[src/rtl/uart_pkg.sv]
// uart_pkg: shared types and helpers for the UART receive path.
//   rx_state_t : receiver FSM state encoding
//   cnt_width  : counter width able to hold values 0..max_val-1 (minimum 1)
//   parity_of  : XOR reduction used for the optional even-parity check
package uart_pkg;

  typedef enum logic [2:0] {
    IDLE   = 3'd0,
    START  = 3'd1,
    DATA   = 3'd2,
    PARITY = 3'd3,
    STOP   = 3'd4
  } rx_state_t;

  function automatic int cnt_width(input int max_val);
    if (max_val < 2) begin
      return 1;
    end else begin
      return $clog2(max_val);
    end
  endfunction

  // Odd number of ones yields 1; an even-parity frame reduces to 0.
  function automatic logic parity_of(input logic [15:0] bits);
    return ^bits;
  endfunction

endpackage

[src/rtl/sync_fifo.sv]
// sync_fifo: single-clock show-ahead FIFO.
// Ports:
//   clk, rst      clock, asynchronous active-high reset
//   push, wdata   write request and data (accepted when not full, or full with a pop)
//   pop           read request (ignored while empty)
//   rdata         head entry, combinational from the storage array
//   full, empty   occupancy flags
//   count         occupancy 0..DEPTH
// DEPTH must be a power of two >= 2 so the pointers wrap naturally.
module sync_fifo
  import uart_pkg::*;
#(
  parameter int WIDTH = 8,
  parameter int DEPTH = 16
) (
  input  logic                   clk,
  input  logic                   rst,
  input  logic                   push,
  input  logic                   pop,
  input  logic [WIDTH-1:0]       wdata,
  output logic [WIDTH-1:0]       rdata,
  output logic                   full,
  output logic                   empty,
  output logic [$clog2(DEPTH):0] count
);

  localparam int AW = cnt_width(DEPTH);
  localparam logic [AW:0] FULL_CNT = (AW+1)'(DEPTH);

  logic [WIDTH-1:0] mem_r [DEPTH];
  logic [AW-1:0]    wr_ptr_r;
  logic [AW-1:0]    rd_ptr_r;
  logic [AW:0]      count_r;
  logic             do_pop_s;
  logic             do_push_s;

  assign full  = (count_r == FULL_CNT);
  assign empty = (count_r == {(AW+1){1'b0}});
  assign count = count_r;
  assign rdata = mem_r[rd_ptr_r];

  // A pop needs data; a push into a full FIFO is fine when the head leaves in the same cycle
  always_comb begin
    do_pop_s  = pop & ~empty;
    do_push_s = push & (~full | do_pop_s);
  end

  // Storage array; cleared on reset so the head reads 0 while empty
  always_ff @(posedge clk or posedge rst) begin
    if (rst) begin
      for (int i = 0; i < DEPTH; i++) begin
        mem_r[i] <= {WIDTH{1'b0}};
      end
    end else if (do_push_s) begin
      mem_r[wr_ptr_r] <= wdata;
    end
  end

  // Read/write pointers and occupancy counter
  always_ff @(posedge clk or posedge rst) begin
    if (rst) begin
      wr_ptr_r <= {AW{1'b0}};
      rd_ptr_r <= {AW{1'b0}};
      count_r  <= {(AW+1){1'b0}};
    end else begin
      if (do_push_s) begin
        wr_ptr_r <= wr_ptr_r + AW'(1);
      end
      if (do_pop_s) begin
        rd_ptr_r <= rd_ptr_r + AW'(1);
      end
      case ({do_push_s, do_pop_s})
        2'b10:   count_r <= count_r + (AW+1)'(1);
        2'b01:   count_r <= count_r - (AW+1)'(1);
        default: count_r <= count_r;
      endcase
    end
  end

endmodule

[src/rtl/uart_rx_fifo.sv]
// uart_rx_fifo: UART receiver (start + DATA_BITS LSB-first + stop) feeding a
// show-ahead receive FIFO drained through a valid/ready interface.
// Optional feature macro: UART_RX_PARITY_EN adds an even-parity bit after the
// data bits and the parity_err_o output.
// Ports:
//   clk          system clock
//   reset_i      asynchronous active-high reset
//   rx_i         asynchronous serial input, idle high
//   data_o       FIFO head, meaningful while valid_o = 1
//   valid_o      FIFO not empty
//   ready_i      consumer accepts the head (pop on valid_o & ready_i)
//   count_o      FIFO occupancy
//   frame_err_o  one-cycle pulse: stop bit low, frame discarded
//   overrun_o    one-cycle pulse: frame completed into a full FIFO, dropped
//   parity_err_o one-cycle pulse: parity mismatch, frame discarded (macro only)
module uart_rx_fifo
  import uart_pkg::*;
#(
  parameter int CLKS_PER_BIT = 217,
  parameter int DATA_BITS    = 8,
  parameter int FIFO_DEPTH   = 16
) (
  input  logic                        clk,
  input  logic                        reset_i,
  input  logic                        rx_i,
  output logic [DATA_BITS-1:0]        data_o,
  output logic                        valid_o,
  input  logic                        ready_i,
  output logic [$clog2(FIFO_DEPTH):0] count_o,
  output logic                        frame_err_o,
`ifdef UART_RX_PARITY_EN
  output logic                        parity_err_o,
`endif
  output logic                        overrun_o
);

  localparam int CW = cnt_width(CLKS_PER_BIT);
  localparam int BW = cnt_width(DATA_BITS);
  localparam logic [CW-1:0] HALF_LOAD = CW'(CLKS_PER_BIT/2 - 1);
  localparam logic [CW-1:0] FULL_LOAD = CW'(CLKS_PER_BIT - 1);
  localparam logic [BW-1:0] LAST_BIT  = BW'(DATA_BITS - 1);

  logic                 sync1_r;
  logic                 sync2_r;
  rx_state_t            state_r;
  rx_state_t            state_next_s;
  logic [CW-1:0]        clk_cnt_r;
  logic [BW-1:0]        bit_cnt_r;
  logic [DATA_BITS-1:0] shift_r;
  logic                 tick_s;
  logic                 stop_tick_s;
  logic                 par_fail_s;
  logic                 frame_ok_s;
  logic                 frame_err_s;
  logic                 overrun_s;
  logic                 fifo_full_s;
  logic                 fifo_empty_s;
`ifdef UART_RX_PARITY_EN
  logic                 par_bit_r;
`endif

  assign tick_s = (clk_cnt_r == {CW{1'b0}});

  // Two-flop synchroniser; resets to the idle line level
  always_ff @(posedge clk or posedge reset_i) begin
    if (reset_i) begin
      sync1_r <= 1'b1;
      sync2_r <= 1'b1;
    end else begin
      sync1_r <= rx_i;
      sync2_r <= sync1_r;
    end
  end

  // FSM state register
  always_ff @(posedge clk or posedge reset_i) begin
    if (reset_i) begin
      state_r <= IDLE;
    end else begin
      state_r <= state_next_s;
    end
  end

  // FSM next-state logic; STOP goes straight back to IDLE so back-to-back frames are caught
  always_comb begin
    state_next_s = state_r;
    case (state_r)
      IDLE: begin
        if (!sync2_r) begin
          state_next_s = START;
        end else begin
          state_next_s = IDLE;
        end
      end
      START: begin
        if (tick_s) begin
          // A start bit that is high again at mid-bit was a glitch
          state_next_s = sync2_r ? IDLE : DATA;
        end else begin
          state_next_s = START;
        end
      end
      DATA: begin
        if (tick_s && (bit_cnt_r == LAST_BIT)) begin
`ifdef UART_RX_PARITY_EN
          state_next_s = PARITY;
`else
          state_next_s = STOP;
`endif
        end else begin
          state_next_s = DATA;
        end
      end
      PARITY: begin
        if (tick_s) begin
          state_next_s = STOP;
        end else begin
          state_next_s = PARITY;
        end
      end
      STOP: begin
        if (tick_s) begin
          state_next_s = IDLE;
        end else begin
          state_next_s = STOP;
        end
      end
      default: state_next_s = IDLE;
    endcase
  end

  // Bit-timing counter, bit index and LSB-first shift register
  always_ff @(posedge clk or posedge reset_i) begin
    if (reset_i) begin
      clk_cnt_r <= {CW{1'b0}};
      bit_cnt_r <= {BW{1'b0}};
      shift_r   <= {DATA_BITS{1'b0}};
`ifdef UART_RX_PARITY_EN
      par_bit_r <= 1'b0;
`endif
    end else begin
      case (state_r)
        IDLE: begin
          if (!sync2_r) begin
            clk_cnt_r <= HALF_LOAD;
            bit_cnt_r <= {BW{1'b0}};
          end
        end
        START: begin
          if (tick_s) begin
            clk_cnt_r <= FULL_LOAD;
            bit_cnt_r <= {BW{1'b0}};
          end else begin
            clk_cnt_r <= clk_cnt_r - CW'(1);
          end
        end
        DATA: begin
          if (tick_s) begin
            shift_r   <= {sync2_r, shift_r[DATA_BITS-1:1]};
            clk_cnt_r <= FULL_LOAD;
            bit_cnt_r <= bit_cnt_r + BW'(1);
          end else begin
            clk_cnt_r <= clk_cnt_r - CW'(1);
          end
        end
        PARITY: begin
          if (tick_s) begin
`ifdef UART_RX_PARITY_EN
            par_bit_r <= sync2_r;
`endif
            clk_cnt_r <= FULL_LOAD;
          end else begin
            clk_cnt_r <= clk_cnt_r - CW'(1);
          end
        end
        STOP: begin
          if (!tick_s) begin
            clk_cnt_r <= clk_cnt_r - CW'(1);
          end
        end
        default: clk_cnt_r <= {CW{1'b0}};
      endcase
    end
  end

  // FSM outputs: frame disposition decided at the stop-bit sample; parity error wins over stop error
  always_comb begin
    stop_tick_s = (state_r == STOP) && tick_s;
`ifdef UART_RX_PARITY_EN
    par_fail_s  = stop_tick_s & (parity_of({{(16-DATA_BITS){1'b0}}, shift_r}) ^ par_bit_r);
`else
    par_fail_s  = 1'b0;
`endif
    frame_ok_s  = stop_tick_s & ~par_fail_s & sync2_r;
    frame_err_s = stop_tick_s & ~par_fail_s & ~sync2_r;
    // A full FIFO still takes the frame if the head is popped in the same cycle
    overrun_s   = frame_ok_s & fifo_full_s & ~(ready_i & ~fifo_empty_s);
  end

  // Error pulses registered so they line up with the pushed data
  always_ff @(posedge clk or posedge reset_i) begin
    if (reset_i) begin
      frame_err_o  <= 1'b0;
      overrun_o    <= 1'b0;
`ifdef UART_RX_PARITY_EN
      parity_err_o <= 1'b0;
`endif
    end else begin
      frame_err_o  <= frame_err_s;
      overrun_o    <= overrun_s;
`ifdef UART_RX_PARITY_EN
      parity_err_o <= par_fail_s;
`endif
    end
  end

  sync_fifo #(
    .WIDTH (DATA_BITS),
    .DEPTH (FIFO_DEPTH)
  ) u_fifo (
    .clk   (clk),
    .rst   (reset_i),
    .push  (frame_ok_s),
    .pop   (ready_i),
    .wdata (shift_r),
    .rdata (data_o),
    .full  (fifo_full_s),
    .empty (fifo_empty_s),
    .count (count_o)
  );

  assign valid_o = ~fifo_empty_s;

endmodule

[config.mk]
export PLATFORM = sky130hd
export DESIGN_NAME = uart_rx_fifo
export DESIGN_NICKNAME = d
export VERILOG_FILES = /design/src/rtl/uart_pkg.sv /design/src/rtl/sync_fifo.sv /design/src/rtl/uart_rx_fifo.sv
export SDC_FILE = /design/constraint.sdc
export NUM_CORES = 1
export LEC_CHECK = 0
export ABC_AREA = 0
export CORE_MARGIN = 1.5
export CORE_UTILIZATION = 55
export DETAILED_ROUTE_END_ITERATION = 6
export PLACE_DENSITY = 0.72
export SETUP_SLACK_MARGIN = 0.2
export SLEW_MARGIN = 10
export SYNTH_ARGS = -nofsm -noshare
export SYNTH_HDL_FRONTEND = slang
export SYNTH_HIERARCHICAL = 1
export SYNTH_SLANG_ARGS = --single-unit
[constraint.sdc]
create_clock -name clk -period 5.1 [get_ports clk]
set_input_delay 0.51 -clock clk [delete_from_list [all_inputs] [get_ports clk]]
set_output_delay 0.51 -clock clk [all_outputs]
set_load 0.02 [all_outputs]
## After elaboration in Yosys (flattened, before gate mapping)

Cells that the tools add are included.

- Flip-flop bits (word level): 167
- Input port bits: 4

- $add $sub $neg: 6
- $lt $le $gt $ge: 3
- Equal/unequal tests: 12
- Muxes and demuxes: 22
- Bitwise logic cells: 13
- Reduce and logical (&&, ||, !) cells: 12

Operators with widths:

| kind | count |
|---|---|
| bitwise mux 128 bit | 1 |
| 2-to-1 mux 8 bit | 6 |
| binary-select mux 8 bit (select 4 bit) | 1 |
| demux 8 bit (select 4 bit) | 1 |
| case mux 8 bit (3 select lines) | 1 |
| 2-to-1 mux 3 bit | 6 |
| case mux 3 bit (5 select lines) | 1 |
| greater-or-equal comparator 5 bit (second input constant) | 2 |
| inverter 4 -> 5 bit | 2 |
| case mux 5 bit (2 select lines) | 1 |
| case mux 3 bit (3 select lines) | 1 |
| adder 4 x 1 -> 4 bit (second input constant) | 2 |
| logical NOT 8 bit | 1 |
| != test 2 bit (second input constant) | 4 |
| subtractor 8 x 1 -> 8 bit (second input constant) | 1 |
| AND 1 bit | 6 |
| == test 3 x 2 -> 1 bit (second input constant) | 2 |
| == test 3 bit (second input constant) | 2 |
| adder 5 x 1 -> 5 bit (second input constant) | 1 |
| == test 5 bit (second input constant) | 1 |
| logical NOT 5 bit | 1 |
| < comparator 5 x 1 -> 1 bit (second input constant) | 1 |
| subtractor 5 x 1 -> 5 bit (second input constant) | 1 |
| 2-to-1 mux 2 bit | 2 |
| 14 further kinds | 20 |

## Depth between registers and ports, before layout

Gate-level depths: netlist of run 1.

- Depth after elaboration: 7
- Mapped depth: 13
- Depth with buffers taken out: 12

## By module

Netlist of run 1, hierarchy kept.

By module, submodules not included:

| module | instances | cells an instance | area an instance (um^2) | seq. area each (um^2) |
|---|---|---|---|---|
| sync_fifo | 1 | 432 | 6,543.8 | 3,528.4 |
| uart_rx_fifo | 1 | 133 | 1,393.8 | 653.1 |

## Worst setup path before layout of run 1

No wires, ideal clock.

- Path kind: reg2reg
- Start: reg clk_cnt_r[0]
- End: reg u_fifo.count_r[4] (netlist: u_fifo/count[4])
- Setup time: 0.116 ns
- Data arrival time: 3.213 ns
- Required time: 4.984 ns
- Slack: 1.771 ns
- Cell stages (with the launch flop): 13
- Path buffers: 1
- Period minus slack after synthesis: 3.329 ns
- Path through: dfrtp_1 -> clkbuf_1 -> inv_1 -> ha_1 -> or3b_2 -> nor2_1 -> and3_1 -> o21ai_1 -> ha_1 -> fa_1 -> a21oi_1 -> o21ai_0 -> o311ai_0

- Word-level cells in the longest chain between the ends: 6
- Elaborated cells on any way between the ends: 8

Ends and longest elaborated chain:

| item | line | RTL |
|---|---|---|
| from (decl) | uart_rx_fifo.sv:47 | `logic [CW-1:0] clk_cnt_r;` |
| from (signal assigned) | uart_rx_fifo.sv:135 | `clk_cnt_r <= {CW{1'b0}};` |
| from (signal assigned) | uart_rx_fifo.sv:154 | `clk_cnt_r <= clk_cnt_r - CW'(1);` |
| from (signal assigned) | uart_rx_fifo.sv:163 | `clk_cnt_r <= clk_cnt_r - CW'(1);` |
| logical NOT 8 bit (*) | uart_rx_fifo.sv:62 | `assign tick_s = (clk_cnt_r == {CW{1'b0}});` |
| logical AND 1 bit (*) | uart_rx_fifo.sv:188 | `stop_tick_s = (state_r == STOP) && tick_s;` |
| AND 1 bit (*) | uart_rx_fifo.sv:194 | `frame_ok_s = stop_tick_s & ~par_fail_s & sync2_r;` |
| via frame_ok_s | uart_rx_fifo.sv:53 | `logic frame_ok_s;` |
| AND 1 bit (*) | sync_fifo.sv:45 | `do_push_s = push & (~full \| do_pop_s);` |
| == test 2 x 1 -> 1 bit / == test 2 bit (equally long branches) | sync_fifo.sv:72 | `case ({do_push_s, do_pop_s})` |
| case mux 5 bit (2 select lines) / nonzero test 2 bit (equally long branches) | -- |  |
| to (signal assigned) | sync_fifo.sv:73 | `2'b10: count_r <= count_r + (AW+1)'(1);` |
| to (signal assigned) | sync_fifo.sv:74 | `2'b01: count_r <= count_r - (AW+1)'(1);` |
| to (signal assigned) | sync_fifo.sv:75 | `default: count_r <= count_r;` |
| to (decl) | sync_fifo.sv:33 | `logic [AW:0] count_r;` |

The timed path passes the listed nets; every way through them passes the cells marked *.
A chain may end at the register's enable or synchronous reset.

## Worst setup path in the final report of run 1

Ends and elaborated chain as after synthesis.

==> flow_metrics.tcl, run 1 <==
set metrics [dict create \
    status "finished, final reports clean" \
    finish.net_count 592 \
    synth_top_cells_by_area "sky130_fd_sc_hd__dfrtp_1, sky130_fd_sc_hd__mux2_2, sky130_fd_sc_hd__mux4_2" \
    synth-warning-count 6 \
    post_cts.repair.setup_buffers 0 \
    postLayoutCoreUtil_pct 63.1 \
    synth_edf_count 0 \
    power.density_nw_per_um2 293 \
    asyncSetResetFlopFracSynth_pct 100 \
    layout_cells_sized_above_1_pct 38.5 \
    critPathTopFamily "simple AND/OR/NAND/NOR gates" \
    routed_wirelength_um 15500 \
    diodes 0 \
    chipHeight_um 123 \
    cts_htree_levels 4 \
    grt_antenna_before_repair 0 \
    cells_traversed_along_the_worst_timing_path "inv_1 -> ha_1 -> or3b_2 -> nor2_1 -> and3_1 -> o21ai_1 -> ha_1 -> fa_1 -> a21oi_1 -> o21ai_0 -> o311ai_0" \
    cp.buffers_inverters 1 \
    initialDrtViolationCount 248 \
    grt_max_degree 110 \
    initial_core_util_pct 56.7 \
    grt_pass1_wl_um 25600 \
    yosysUniqueCellTypes 59 \
    worst-setup-path-type "flip-flop to flip-flop" \
    grt_pass1_vias 4803 \
    timing.final.ws_setup_ns 1.34 \
    portBuffers 19 \
    timing.critical_path.arrival_ns 4.07 \
    cts-resized-gates 0 \
    overflow 0 \
    globalplace.congestion 0.827 \
    design.die.area_um2 15200 \
    timing.final.crit_share_pct 73.7 \
    layout_min_cycle_time_ns 3.76 \
    yosysTopAreaCellShare_pct 52.0 \
    fin_total_pwr_mw 2.59 \
    core_region_area_um2 14000 \
    netlist_area_um2 7940 \
    clock_latency_ns 0.43 \
    vias 4709 \
    clock_tree.root_cell "sky130_fd_sc_hd__clkbuf_16" \
    synthesized_netlist_cell_count 565 \
    detail_route.vias_per_cell 6.14 \
    p_leak_nw 4.13 \
    crit_path_end_kind "flip-flop" \
    post-synth-top-count-cell "sky130_fd_sc_hd__dfrtp_1" \
    synth_seq_area_share_pct 52.7 \
    critical_path_peak_fanout 9 \
    num-fill-cells 1042 \
    syn_avg_cell_area_um2 14.0 \
    pre_cts_ws_ns 1.42 \
    max_slew_margin_pct 29.7 \
    postSynthRegisterBits 167 \
    synth_top_cell_by_area "sky130_fd_sc_hd__dfrtp_1" \
    cts.clk_slew.worst_paths_ns 0.06 \
    slowest_stage "sky130_fd_sc_hd__or3b_2" \
    detailedRoute.firstPassIterationCount 5 \
    critical-path-max-stage-delay_ns 0.48 \
    startpoint_type "flip-flop" \
    tritoncts "built" \
    ys_dominant_reg_cell "sky130_fd_sc_hd__dfrtp_1" \
    horizontal_extent_of_the_die_um 123 \
    fp-row-count 43 \
    post_drt_wl_per_cell_um 20.2 \
    max-clock-path-buffers 2 \
    maxSlewViolCount 0 \
    detailedPlacementHpwl_um 10300 \
    gr-usage-all-layers_pct 22.5 \
    tritoncts_num_sinks 167 \
    cts-buffers-inserted 17 \
    max_slew.worst_pin.slew_ns 1.05 \
    hold_class "flip-flop to flip-flop" \
    synth.net_count 583 \
    critical-path-top-cell-by-count "sky130_fd_sc_hd__ha_1" \
    boundaryPins 20 \
    drcViolationCount 0 \
    synth_commonest_cells "sky130_fd_sc_hd__dfrtp_1, sky130_fd_sc_hd__mux2_2, sky130_fd_sc_hd__mux4_2" \
    ant_nets 0 \
    unrepaired_setup_endpoints_after_global_routing "false" \
    hold_violations 0 \
    cts_hold_repair.buffers 0 \
    max_cap_violations 0 \
    worst_ir_drop_vdd_mv 0.251 \
    layout_overhead_on_the_synthesized_area_pct 11.1 \
    worst_ep_required_ns 5.42 \
    setup_total_negative_slack_ns 0 \
    max_freq_ghz 0.266 \
    setup_viol_count_final 0 \
    worst_clock_skew_ns 0.00491 \
]
layer usage:
metal | up-vias | part of all wire [%] | global-route usage (%)
met5 | - | 0 | 0
li1 | 2111 | - | -
met3 | 20 | 3.8 | 4.89
met1 | 2481 | 45 | 31.4
met4 | 0 | 1.5 | 7.54
met2 | 97 | 49 | 35.6
registers in the layout (all words and copies together), names as in the netlist:
signal and count:
u_fifo/mem_r 128, clk_cnt_r 8, shift_r 8, u_fifo/count 5
u_fifo/rd_ptr_r 4, u_fifo/wr_ptr_r 4, bit_cnt_r 3, state_r 3
frame_err_o 1, overrun_o 1, sync1_r 1, sync2_r 1
where the power goes:
group / internal (mW) / switching [mW] / total, mW
Sequential: 1.33 / 0.00133 / 1.33
Combinational: 0.00329 / 0.0264 / 0.0297
Clock: 0.682 / 0.548 / 1.23
Total: 2.01 / 0.576 / 2.59
placed cells by master, fill, tap and decap left out, types with 3 or more instances in the layout:
cell,netlist,layout
sky130_fd_sc_hd__clkinvlp_4,0,4
sky130_fd_sc_hd__nor3_1,4,4
sky130_fd_sc_hd__clkbuf_16,0,17
sky130_fd_sc_hd__nor2_1,21,21
sky130_fd_sc_hd__buf_4,0,3
sky130_fd_sc_hd__a31oi_1,3,3
sky130_fd_sc_hd__clkdlybuf4s50_1,0,19
sky130_fd_sc_hd__o211ai_2,4,4
sky130_fd_sc_hd__nand3_1,3,3
sky130_fd_sc_hd__nand2_1,20,20
sky130_fd_sc_hd__mux2_2,132,132
sky130_fd_sc_hd__o21ai_0,10,10
sky130_fd_sc_hd__nor3_2,4,4
sky130_fd_sc_hd__nor2b_1,3,3
sky130_fd_sc_hd__a21o_1,3,3
sky130_fd_sc_hd__a21oi_1,7,7
sky130_fd_sc_hd__inv_8,0,3
sky130_fd_sc_hd__o22ai_1,4,4
sky130_fd_sc_hd__ha_1,13,13
sky130_fd_sc_hd__clkinv_4,0,4
sky130_fd_sc_hd__a22oi_1,17,17
sky130_fd_sc_hd__nand2b_1,4,4
sky130_fd_sc_hd__and3_1,4,4
sky130_fd_sc_hd__o221ai_1,3,3
sky130_fd_sc_hd__mux4_2,32,32
sky130_fd_sc_hd__inv_1,12,11
sky130_fd_sc_hd__mux2_1,7,7
sky130_fd_sc_hd__nor2_2,6,6
sky130_fd_sc_hd__xor2_1,5,5
sky130_fd_sc_hd__dfrtp_1,165,164
sky130_fd_sc_hd__xnor2_1,8,8
final timing paths:
path / slack [ns] / from / end / cells after the start
max: 1.34 / clk_cnt_r[0] / u_fifo/count[4] / 11
min: 0.36 / sync1_r / sync2_r / 0
max reg2reg: 1.34 / clk_cnt_r[0] / u_fifo/count[4] / 11
min reg2reg: 0.36 / sync1_r / sync2_r / 0
max in group asynchronous: 3.37 / reset_i / u_fifo/mem_r[98] / 3
min in group asynchronous: 0.70 / reset_i / u_fifo/mem_r[50] / 2
logic make-up after synthesis:
| kind of cell | Yosys count | synth area share (%) |
|---|---|---|
| multiplexers | 171 | 28.8 |
| flip-flops | 167 | 52.7 |
| AND/OR/NAND/NOR | 90 | 6.46 |
| AO/OA/AOI/OAI | 66 | 6.08 |
| buffers and inverters | 44 | 2.24 |
| adder cells (fa/ha/maj) | 14 | 2.30 |
| XOR/XNOR | 13 | 1.43 |
stage by stage:
stage	hold slack [ns]	cell area, um^2	instances
2_1_floorplan	0.345	7940	565
3_3_place_gp	0.348	8250	735
3_5_place_dp	0.353	8250	735
4_1_cts	0.363	8820	767
5_1_grt	0.363	8820	767
6_report	0.360	8820	767
cell type report:
type                       count  area [um^2]  area share (%)
inverter                      12         50.0           0.567
sequential                   167         4180            47.4
clock buffer                  17          425            4.82
timing repair buffer          22          213            2.41
clock inverter                15          148            1.67
tap                          180          225            2.55
multi-input combinational    354         3580            40.6
(Power assumes the default switching activity.)
==> run 2: changes to the inputs <==
--- a/config.mk
+++ b/config.mk
@@ -9,7 +9,7 @@
 export CORE_MARGIN = 1.5
 export CORE_UTILIZATION = 55
 export DETAILED_ROUTE_END_ITERATION = 6
-export PLACE_DENSITY = 0.72
+export PLACE_DENSITY = 0.75
 export SETUP_SLACK_MARGIN = 0.2
 export SLEW_MARGIN = 10
 export SYNTH_ARGS = -nofsm -noshare
==> constraint.sdc (replaced) <==
create_clock -name clk -period 3.1 [get_ports clk]
set_input_delay 0.31 -clock clk [delete_from_list [all_inputs] [get_ports clk]]
set_output_delay 0.31 -clock clk [all_outputs]
set_load 0.02 [all_outputs]
==> run 2 against run 1 <==
Combinational power grew 82%; design area increased by 4.2%; non-clock buffer count is 31 higher; critical path type unchanged; critical endpoint is now u_fifo/count[3].
==> flow_metrics.tcl, run 2 (synthesis gave the netlist of run 1 again) <==
set metrics [dict create \
    detail_route.vias_per_cell 6.14 \
    post_drt_wl_per_cell_um 21.1 \
    most_common_library_cell_in_the_layout_ignoring_fill_and_taps "sky130_fd_sc_hd__dfrtp_1" \
    power.density_nw_per_um2 468 \
    detailedRoute.firstPassIterationCount 5 \
    grt_most_used_layer "met2" \
    pre_cts_ws_ns 0.0757 \
    clock_latency_ns 0.43 \
    detailedPlacementHpwl_um 10800 \
    boundaryPins 20 \
    clock_tree.root_cell "sky130_fd_sc_hd__clkbuf_16" \
    grt_max_degree 93 \
    hold_violations 0 \
    p_leak_nw 4.35 \
    initial_core_util_pct 56.7 \
    design_internal_power_mw 3.37 \
    max_freq_ghz 0.343 \
    max-clock-path-buffers 2 \
    fp-row-count 43 \
    startpoint_type "flip-flop" \
    finish.net_count 623 \
    worst_clock_skew_ns 0.00984 \
    initialDrtViolationCount 334 \
    cts.clk_slew.worst_paths_ns 0.06 \
    gr-usage-all-layers_pct 24.3 \
    hold_class "input port to flip-flop" \
    crit_path_end_kind "flip-flop" \
    p_clk_share_pct 48.0 \
    portBuffers 19 \
    fin_total_pwr_mw 4.30 \
    cts_htree_levels 4 \
    setup_total_negative_slack_ns 0 \
    vias 4903 \
    timing.critical_path.arrival_ns 3.22 \
    grt_pass1_wl_um 27500 \
    maxSlewViolCount 0 \
    drcViolationCount 0 \
    timing.final.ws_setup_ns 0.187 \
    overflow 0 \
    grt_pass1_vias 5088 \
    grt.met2_usage_pct 39.5 \
    critical_path_peak_fanout 8 \
    critical-path-max-stage-delay_ns 0.45 \
    global_route.usage.met1_pct 33.4 \
    ant_nets 0 \
    layout_cells_sized_above_1_pct 43.7 \
    max_slew_margin_pct 52.3 \
    critical-path-top-cell-by-count "sky130_fd_sc_hd__ha_4" \
    routed_wirelength_um 16900 \
    tritoncts_num_sinks 167 \
    tritoncts "built" \
    globalplace.congestion 0.880 \
    max_cap_violations 0 \
    max_slew.worst_pin.slew_ns 0.714 \
    status "finished, final reports clean" \
    power.switching_fraction_pct 21.6 \
    diodes 0 \
    pwr-share-seq_pct 50.8 \
    slowest_stage "sky130_fd_sc_hd__dfrtp_2" \
    cells_traversed_along_the_worst_timing_path "inv_2 -> ha_4 -> or3b_4 -> nor2_4 -> and3_4 -> o21ai_4 -> ha_4 -> ha_1 -> a21o_1 -> a21oi_1 -> xnor2_1 -> o21ai_0" \
    instances_no_fill 798 \
    cts-buffers-inserted 17 \
    grt.met3_usage_pct 4.89 \
    unrepaired_setup_endpoints_after_global_routing "true" \
    timing.final.crit_share_pct 94.0 \
    number_of_flip_flops_in_the_largest_register 128 \
    biggestRegsByFlops "u_fifo/mem_r: 128 flops, clk_cnt_r: 8 flops, shift_r: 8 flops" \
    design.die.area_um2 15200 \
    worst_ep_required_ns 3.41 \
    worst-setup-path-type "flip-flop to flip-flop" \
    chipHeight_um 123 \
    cts_hold_repair.buffers 0 \
    placed_cells_incl_taps 761 \
    reg2reg_setup_slack_ns 0.19 \
    layout_min_cycle_time_ns 2.91 \
    setup_viol_count_final 0 \
    p_sw_mw 0.931 \
    largest-register "u_fifo/mem_r" \
    most-common-layout-cells "sky130_fd_sc_hd__dfrtp_1, sky130_fd_sc_hd__mux2_2, sky130_fd_sc_hd__mux4_2" \
    core_region_area_um2 14000 \
    layout_overhead_on_the_synthesized_area_pct 15.8 \
    share_comb_of_total_power_pct 1.3 \
    horizontal_extent_of_the_die_um 123 \
    worst_ir_drop_vdd_mv 0.366 \
    grt_antenna_before_repair 0 \
]
==> run 2: cell count changes in the layout (fill, tap and decap cells not counted), sizes merged <==
cell,delta
clkdlybuf4s50,-4
dlymetal6s2s,+2
dlygate4sd2,+2
inv,-2
buf,+31
clkinvlp,-1
clkbuf,+3
==> run 2: power by group through the flow <==
| stage | registers (mW) | clock network (mW) | logic, mW |
|---|---|---|---|
| after global placement | 2.22 | 0 | 0.0552 |
| after CTS | 2.18 | 2.09 | 0.0576 |
| final | 2.18 | 2.06 | 0.0540 |
| after detailed placement | 2.22 | 0 | 0.0571 |
| after global routing | 2.18 | 2.19 | 0.0644 |
| after floorplan | 2.22 | 0 | 0.0352 |
==> run 2: critical path, delay by kind of cell (launching register included) <==
family	cells	cell delay, ns
buffers and inverters	1	0.10
and+or+nand+nor	3	0.82
AOI/OAI and AO/OA	4	0.59
xor gates and xnor gates	1	0.18
adders and majority gates	3	0.65
DFF	1	0.45
==> run 2: path summary, 6_finish.rpt <==
check                              from               to  cells past startpoint
hold reg to reg                 sync1_r          sync2_r                      0
min in group asynchronous       reset_i       shift_r[7]                      2
setup reg to reg           clk_cnt_r[0]  u_fifo/count[3]                     12
setup / recovery           clk_cnt_r[0]  u_fifo/count[3]                     12
hold / removal                     rx_i          sync1_r                      1
max in group asynchronous       reset_i     clk_cnt_r[0]                      3
==> run 2: final cells by class <==
cell class | instances | area (um^2)
clock inverter | 12 | 119
multi-input combinational | 354 | 3660
sequential | 167 | 4190
timing repair buffer | 53 | 485
fill | 995 | 4800
clock buffer | 20 | 467
tap | 180 | 225
inverter | 12 | 48.8
==> run 2: through the flow <==
stage	utilization [%]	instance area [um^2]	hold slack, ns
3_3_place_gp	60.9	8520	0.347
6_report	65.7	9190	0.298
2_1_floorplan	-	7980	0.314
4_1_cts	65.1	9110	0.288
5_1_grt	65.7	9190	0.288
3_5_place_dp	60.9	8520	0.356
==> run 2: what timing repair did <==
item / in CTS / in global routing
pin swaps: 0 / 5
buffers inserted: 1 / 4
setup endpoints to repair: 4 / 21
gates cloned: 0 / 0
resized for setup: 5 / 12
==> run 2: metal layers <==
| layer | share of wire [%] | vias up |
|---|---|---|
| li1 | - | 2181 |
| met1 | 45 | 2584 |
| met2 | 51 | 110 |
| met3 | 3.3 | 28 |
| met4 | 1.4 | 0 |
| met5 | 0 | - |
==> run 3: changes to the inputs <==
--- a/config.mk
+++ b/config.mk
@@ -11,6 +11,7 @@
 export DETAILED_ROUTE_END_ITERATION = 6
 export PLACE_DENSITY = 0.75
 export SETUP_SLACK_MARGIN = 0.2
+export SKIP_LAST_GASP = 1
 export SLEW_MARGIN = 10
 export SYNTH_ARGS = -nofsm -noshare
 export SYNTH_HDL_FRONTEND = slang
==> results of run 3 <==
The final DEF is identical to that of run 2; final timing and power are the same.
